==> config.mk <==
export PLATFORM = sky130hd
export DESIGN_NAME = fx_mac_seq
export DESIGN_NICKNAME = d
export VERILOG_FILES = /design/src/rtl/fx_mac_seq.sv
export SDC_FILE = /design/constraint.sdc
export NUM_CORES = 1
export LEC_CHECK = 0
export BUFFER_PORTS_ARGS = -buffer_cell sky130_fd_sc_hd__buf_2
export CAP_MARGIN = 25
export CORE_MARGIN = 1.5
export CORE_UTILIZATION = 33
export DETAILED_ROUTE_END_ITERATION = 16
export GPL_ROUTABILITY_DRIVEN = 0
export GPL_TIMING_DRIVEN = 0
export SYNTH_ARGS = -nofsm -noshare
export SYNTH_HDL_FRONTEND = slang
export SYNTH_SLANG_ARGS = --single-unit
==> constraint.sdc <==
create_clock -name clk -period 2.25 [get_ports clk]
set_input_delay 0.225 -clock clk [delete_from_list [all_inputs] [get_ports clk]]
set_output_delay 0.225 -clock clk [all_outputs]
set_load 0.05 [all_outputs]
==> src/rtl/fx_mac_seq.sv <==
// Operand sequencer and result collector in front of fx_mac: buffers one weight and one
// data vector, streams them as K back-to-back pairs, and returns the MAC result on a valid/ready port.
module fx_mac_seq #(
  parameter int WIDTH = 8,
  parameter int K     = 2,
  parameter int WK    = $clog2(K),
  parameter int TMO   = 16
) (
  input  logic             clk,
  input  logic             rst,
  input  logic             ld_vld,
  input  logic             ld_sel,
  input  logic [WK-1:0]    ld_addr,
  input  logic [WIDTH-1:0] ld_val,
  input  logic             start,
  output logic             busy,
  output logic             mac_clr,
  output logic             mac_vld,
  output logic [WIDTH-1:0] mac_win,
  output logic [WIDTH-1:0] mac_din,
  input  logic             mac_vld_i,
  input  logic [WIDTH-1:0] mac_acc_i,
  output logic [WIDTH-1:0] res_o,
  output logic             res_vld,
  input  logic             res_rdy,
  output logic             res_err
);

  // Result port: res_o/res_err are held while res_vld=1; a transfer happens on
  // any rising clk edge where res_vld && res_rdy, and res_vld drops the next cycle.

  localparam int WW = $clog2(TMO + 1);
  localparam logic [WK-1:0] IDX_LAST  = WK'(K - 1);
  localparam logic [WW-1:0] WDOG_LAST = WW'(TMO - 1);

  typedef enum logic [2:0] {
    S_IDLE   = 3'd0,
    S_CLR    = 3'd1,
    S_STREAM = 3'd2,
    S_WAIT   = 3'd3,
    S_HOLD   = 3'd4
  } state_t;

  state_t           state;
  logic [WIDTH-1:0] wbuf [K];
  logic [WIDTH-1:0] dbuf [K];
  logic [WK-1:0]    idx;
  logic [WW-1:0]    wdog;
  logic             seen;
  logic             ld_ok;

  // Widened compare so an out-of-range address is rejected for any K.
  assign ld_ok = ld_vld && (state == S_IDLE) && ({1'b0, ld_addr} < (WK + 1)'(K));

  always_ff @(posedge clk) begin
    if (rst) begin
      state   <= S_IDLE;
      idx     <= '0;
      wdog    <= '0;
      seen    <= 1'b0;
      busy    <= 1'b0;
      mac_clr <= 1'b0;
      mac_vld <= 1'b0;
      mac_win <= '0;
      mac_din <= '0;
      res_o   <= '0;
      res_vld <= 1'b0;
      res_err <= 1'b0;
      for (int i = 0; i < K; i++) begin
        wbuf[i] <= '0;
        dbuf[i] <= '0;
      end
    end else begin
      mac_clr <= 1'b0;
      mac_vld <= 1'b0;

      if (ld_ok) begin
        if (ld_sel) dbuf[ld_addr] <= ld_val;
        else        wbuf[ld_addr] <= ld_val;
      end

      case (state)
        S_IDLE: begin
          if (start) begin
            state   <= S_CLR;
            busy    <= 1'b1;
            mac_clr <= 1'b1;
          end
        end

        // Pair 0 leaves in the cycle after the clear so start-to-first-pair is 2 cycles.
        S_CLR: begin
          mac_vld <= 1'b1;
          mac_win <= wbuf[0];
          mac_din <= dbuf[0];
          idx     <= WK'(1);
          state   <= S_STREAM;
        end

        S_STREAM: begin
          mac_vld <= 1'b1;
          mac_win <= wbuf[idx];
          mac_din <= dbuf[idx];
          if (idx == IDX_LAST) begin
            state <= S_WAIT;
            wdog  <= '0;
            seen  <= 1'b0;
          end else begin
            idx <= idx + WK'(1);
          end
        end

        S_WAIT: begin
          if (mac_vld_i) begin
            res_o <= mac_acc_i;
            seen  <= 1'b1;
          end else if (seen) begin
            state   <= S_HOLD;
            res_vld <= 1'b1;
            res_err <= 1'b0;
          end else if (wdog == WDOG_LAST) begin
            state   <= S_HOLD;
            res_vld <= 1'b1;
            res_err <= 1'b1;
            res_o   <= '0;
          end else begin
            wdog <= wdog + WW'(1);
          end
        end

        S_HOLD: begin
          if (res_rdy) begin
            state   <= S_IDLE;
            res_vld <= 1'b0;
            res_err <= 1'b0;
            busy    <= 1'b0;
          end
        end

        default: begin
          state <= S_IDLE;
          busy  <= 1'b0;
        end
      endcase
    end
  end

endmodule

# Word-level counts from Yosys, hierarchy flattened
# Memory sizes are Yosys's and may differ from the RTL's. A register that Yosys moved wholly into a read port is not among the register bits.
# Index checks and enable logic that the tools add are counted.
[word_totals]
reg_bits = 39
ramBits = 32
input_bits = 24
output_inout_bits = 29
wordCells = 103
memories = 2
[op_classes]
addsub = 2
eq_ne = 14
muxes = 54
bitwise = 2
reduce_logical = 17
[memory_table]
columns = ["memory", "words", "width", "rd", "rd_clocked_by_memory_dff", "write_ports", "line", "rtl"]
rows = [
  ["dbuf", 2, 8, 2, 1, 2, "46", "logic [WIDTH-1:0] dbuf [K];"],
  ["wbuf", 2, 8, 2, 1, 2, "45", "logic [WIDTH-1:0] wbuf [K];"],
]
[op_table]
columns = ["operator", "n"]
rows = [
  ["8-bit 2-to-1 mux", 5],
  ["8-bit case mux with 2 select lines", 2],
  ["1-bit 2-to-1 mux", 30],
  ["5-bit 2-to-1 mux", 4],
  ["3-bit 2-to-1 mux", 6],
  ["2-bit inequality test (second input constant)", 8],
  ["8-bit OR reduction", 2],
  ["3-bit case mux with 5 select lines", 1],
  ["5-bit case mux with 2 select lines", 1],
  ["5-bit AND reduction", 2],
  ["3-bit AND reduction", 3],
  ["1-bit case mux with 2 select lines", 4],
  ["2-bit nonzero test", 4],
  ["3-bit by 2-bit == test with 1-bit output (second input constant)", 2],
  ["5-bit by 1-bit adder with 5-bit output (second input constant)", 1],
  ["5-bit by 4-bit == test with 1-bit output (second input constant)", 1],
  ["4-bit AND reduction", 1],
  ["2-bit OR reduction", 2],
  ["3-bit by 1-bit == test with 1-bit output (second input constant)", 1],
  ["3-bit == test (second input constant)", 1],
  ["3-bit logical NOT", 1],
  ["3-bit inequality test (second input constant)", 1],
  ["1-bit case mux with 3 select lines", 1],
  ["3-bit OR reduction", 1],
  ["3 further kinds", 4],
]

# Longest topological paths before layout
[depth]
depth_word = 7
ltp_mapped = 7
ltp_nobuf = 7

# Least setup slack after synthesis
# Ideal clock, no wire load.
[synth_path]
kind = "register to register"
startpoint = "register wdog[0]"
endpoint = "register wdog[3]"
setup_time_ns = 0.074
arrival_ns = 1.728
required_time_ns = 2.176
path_slack_ns = 0.448
stages_incl_launch_ff = 8
path_buffers = 0
period_less_slack_ns = 1.802
path_cell_list = "dfxtp_1 > ha_1 > and3_1 > ha_1 > nor3_1 > nand4_1 > or3_1 > a31oi_1"
[synth_between]
elab_chain_len = 5
word_cells_on_any_way = 8
classes_between = "add/sub: 1; eq/ne: 2; mux: 4; reduce/logical: 1"
[synth_lines]
columns = ["element", "line", "rtl"]
rows = [
  ["from (decl)", "48", "logic [WW-1:0] wdog;"],
  ["from (signal assigned)", "127", "wdog <= wdog + WW'(1);"],
  ["5-bit by 1-bit adder with 5-bit output", "127", ""],
  ["5-bit 2-to-1 mux", "121", "end else if (wdog == WDOG_LAST) begin"],
  ["5-bit 2-to-1 mux", "117", "end else if (seen) begin"],
  ["5-bit 2-to-1 mux", "114", "if (mac_vld_i) begin"],
  ["5-bit case mux with 2 select lines", "82", "case (state)"],
]
# Several ways; a longest one is shown, not always the timed one. The select of a mux whose other input is x is not followed.
# A chain may end at the register's enable or synchronous reset.

# Final worst setup path
# Ends and elaborated chain as after synthesis.

==> results.md <==
Outcome:
- The run finished with clean final reports.

Global routing:
- The global-route wire length before repair is 9470 um.
- The number of antenna violations at the first check in global routing is 0.
- The number of global-route vias before repair is 1832.
- The global router's overall resource usage is 12.8%.
- For this run the aggregate overflow at the end of global routing stands at 0.
- The pin count of the biggest net entering global routing is 14.

Die:
- The effective utilization at floorplan is 34.2%.
- The y dimension of the die is 98.3 um.
- The number of rows in the core area is 34.
- The die outline area is 9670 um2.
- The chip width is 98.3 um.
- The core box area is 8760 um2.
- In this run the count of I/O pins placed on the die edge is 53.

Critical path:
- The slowest cell on the critical path is nor3_1.
- The largest single stage delay on the critical path is 0.38 ns.
- The depth of the most critical reg-to-reg path is 7.
- Tracing the worst setup path back leads to its startpoint at wdog[0]$_SDFFE_PP0P_.
- The startpoint type of the worst setup path is a register.
- The reg-to-reg critical path startpoint is wdog[0]$_SDFFE_PP0P_.
- The gate family responsible for the most delay along the worst path is simple AND/OR/NAND/NOR gates.
- The worst reg-to-reg setup slack is 0.17 ns.
- STA puts the critical path data required time at 2.52 ns.
- STA puts the critical path data arrival time at 2.35 ns.
- The destination of the critical timing path is wdog[3]$_SDFFE_PP0P_.
- The class of the most critical setup path is reg2reg.
- In this design, the critical path's most frequently occurring cell is ha_1.
- The count of buffering cells on the critical path with inverters included is 0.
- In this run the number of cells on the critical path is 7.
- The reg-to-reg critical path endpoint is wdog[3]$_SDFFE_PP0P_.
- Traced cell by cell, the critical path runs through ha_1 > and3_1 > ha_1 > nor3_1 > nand4_1 > or3_1 > a31oi_1.
- STA classifies the critical path endpoint as a register.
- The highest net fanout along the worst path is 4.

Timing:
- Setup repair after global routing left no endpoint under its margin.
- The worst path uses 92.4% of the clock period.
- The count of final hold-check violations was 0.
- The highest achievable clock rate is 481 MHz.
- The number of pins with negative max-slew slack in the final report is 0.
- Setup violations remaining at the end of the flow were counted as 0.
- The sum of negative setup slack is 0 ns.
- The transition at the pin with the smallest max-transition slack is 0.603 ns.
- The worst pin sits at a relative slew slack of 59.5%.
- The worst path needs 2.08 ns of the cycle, external delays included.
- The tightest hold path in the finished design has a slack of 0.115 ns.
- The setup clock skew after layout is 0.00762 ns.

Logic synthesis:
- When the netlist entered floorplanning its net count stood at 269.
- Yosys printed 0 warnings.
- The mapped netlist covers 3000 um2.
- Sequential cells were found to cover 58.7% of the synthesized design area.
- The synthesized design spends more area on one cell type than any other, namely edfxtp_1.
- Yosys attributes the largest share of cell area to edfxtp_1 (32%), dfxtp_1 (27%), and2_1 (7.3%).
- In this run the mean area of a mapped cell was 12.3 um2.
- The most used flip-flop cell after synthesis is dfxtp_1.
- The number of enable flip-flop cells after synthesis is 32.
- The synthesized design devotes to its leading area cell type 32.0% of total area.
- In this run, synthesis produced a sequential element count of 72.
- Synthesis instantiated 39 different standard cells from the library.
- The synthesized instance count is 243.
- In the synthesized netlist the async set-or-reset flop fraction comes to 0%.

Clock tree:
- The setup fix buffers added after clock tree synthesis is 0.
- After clock tree synthesis, the clock-pin slew on the worst setup and hold paths is 0.08 ns.
- CTS saw 72 sinks.
- TritonCTS built the clock tree.
- Clock tree synthesis selected as its root buffer the cell clkbuf_8.
- In this run, CTS created clock tree buffers numbering 9.
- The buffer depth of the longest clock path is 2.
- For this design, the CTS-stage hold fixing added 0 buffers.
- For the worst-skew pair, the clock arrives at the later sink with an insertion delay of 0.35 ns.
- The number of cells upsized or downsized after cts is 0.
- The number of H-tree branching levels is 3.

Pwr:
- The share of total power dissipated in combinational logic is 12.4%.
- The total net switching power is 789 uW.
- Total power for the finished layout comes to 3.00 mW.
- The net switching share of the total power is 26.3%.
- VDD sags by at most 0.253 mV.
- The clock network is responsible for 38.7% of the overall power.
- The internal portion of the total power is 2.21 mW.
- The leakage power figure is 1.42 nW.
- The share of power burned in registers is 48.9%.
- The total power divided by cell area is 829 nW/um2.

Drt:
- The final wirelength is 5770 um.
- The average wire per cell in the routed design is 13.8 um.
- Detailed routing inserted a total of 1976 vias.
- The via density per instance is 4.73.
- The number of remaining DRC errors is 0.
- The pre-antenna-repair detailed-routing pass consisted of 5 iterations.
- The DRC marker count from the first detailed-route iteration is 89.
- The remaining number of nets flagged by the antenna check after routing is 0.

Cells and area:
- The area growth from synthesis to layout is 20.6%.
- Fill cells in the final layout number 849.
- The count of inserted antenna diode cells is 0.
- The finished cells cover 3620 um2.
- The layout cell share with drive strength beyond 1 is 31.6%.
- The total number of nets in the final design is 331.

Place:
- In this run the cell area measured after placement is 3390 um2.
- The count of buffers inserted at the top-level ports is 51.
- The total half-perimeter wirelength after legalization and detailed placement is 4010 um.

Flow run:
- The tool flagged a number of max-cap violations equal to 0.

Min path:
- The path class of the tightest hold or removal check is in2reg.
==> tightest hold or removal path, cell delays in order <==
cell	delay (ns)
buf_2	0.07
a22oi_1	0.05
nor2_1	0.07
==> Yosys cell counts, types with 2 or more instances <==
library cell,number
o2bb2ai_1,6
clkbuf_1,4
o21ai_0,3
edfxtp_1,32
inv_1,5
buf_6,3
o2bb2ai_2,10
nand3b_1,5
buf_2,3
a21oi_1,8
ha_1,2
nand3_1,4
mux2i_1,18
dfxtp_1,40
and3_1,2
or2_2,5
nor3_1,2
a31oi_1,2
nor2_1,18
nand2b_1,2
nand2_1,6
nor3_2,4
and2_1,35
a22oi_1,9
==> per-stage QoR <==
| stage | util (%) | setup slack (ns) | std cells |
|---|---|---|---|
| final | 41.3 | 0.172 | 418 |
| after global routing | 41.3 | 0.00591 | 418 |
| after CTS | 41.3 | 0.184 | 418 |
| after detailed placement | 38.7 | 0.197 | 402 |
| after global placement | 38.7 | 0.248 | 402 |
| after floorplan | - | 0.448 | 243 |
==> kinds of logic (layout without fill, tap and decap cells) <==
kind of cell | Yosys count | count (layout) | share of synthesized area [%]
simple gates | 89 | 89 | 17.6
flops | 72 | 72 | 58.7
xor+xnor | 1 | 1 | 0.292
mux | 18 | 18 | 6.01
fa+ha+maj | 2 | 2 | 0.834
buf+inv | 17 | 84 | 3.67
compound gates | 44 | 44 | 12.8
==> final cells by class <==
type,instances,area [um2],area share (%)
Buffer,12,91.3,2.53
Clock buffer,10,138,3.80
Clock inverter,6,90.1,2.49
Inverter,5,18.8,0.519
Multi-Input combinational cell,154,1130,31.2
Sequential cell,72,1760,48.7
Tap cell,108,135,3.74
Timing Repair Buffer,51,255,7.06
==> power by group through the flow <==
stage	Combinational [mW]	Clock, mW	Sequential [mW]
2_1_floorplan	0.167	0	1.60
3_3_place_gp	0.370	0	1.49
3_5_place_dp	0.375	0	1.50
4_1_cts	0.376	1.18	1.47
5_1_grt	0.403	1.25	1.48
6_report	0.371	1.16	1.47
==> placed cells by master (no fill, tap or decap), types with 3 or more instances in the layout <==
master | synthesis | layout
buf_2 | 3 | 54
o21ai_0 | 3 | 3
or2_2 | 5 | 5
nor2_1 | 18 | 18
o2bb2ai_1 | 6 | 6
a22oi_1 | 9 | 9
buf_6 | 3 | 3
dfxtp_1 | 40 | 40
o2bb2ai_2 | 10 | 10
nand3_1 | 4 | 4
a21oi_1 | 8 | 8
nand3b_1 | 5 | 5
nor3_2 | 4 | 4
edfxtp_1 | 32 | 32
mux2i_1 | 18 | 18
and2_1 | 35 | 35
clkbuf_8 | 0 | 10
inv_1 | 5 | 5
nand2_1 | 6 | 6
clkbuf_1 | 4 | 4
==> per-layer routing <==
layer,global-route usage (%),wire [um]
met5,0,0
met4,6.50,93
met3,4.29,300
met2,17.8,2570
met1,17.7,2800
==> registers in the layout, summed over array words and instances (netlist names), named ones only <==
register,cells
dbuf,16
wbuf,16
mac_din,8
mac_win,8
res_o,8
wdog,5
state,3
busy,1
idx,1
mac_clr,1
mac_vld,1
res_err,1
res_vld,1
seen,1
==> how the worst min path moves through the flow <==
stage	startpoint	end	slack (ns)	depth (start not counted)
after global routing	mac_acc_i[2]	res_o[2]$_SDFFE_PP0P_	0.10	3
after floorplan	mac_vld_i	seen$_SDFFE_PP0P_	0.36	2
after detailed placement	mac_din[3]$_SDFFE_PP0P_	mac_din[3]$_SDFFE_PP0P_	0.44	1
after CTS	mac_acc_i[6]	res_o[6]$_SDFFE_PP0P_	0.1	3
after global placement	wdog[4]$_SDFFE_PP0P_	wdog[4]$_SDFFE_PP0P_	0.44	2
final	mac_acc_i[4]	res_o[4]$_SDFFE_PP0P_	0.11	3
Power figures use the tool's default switching activity.
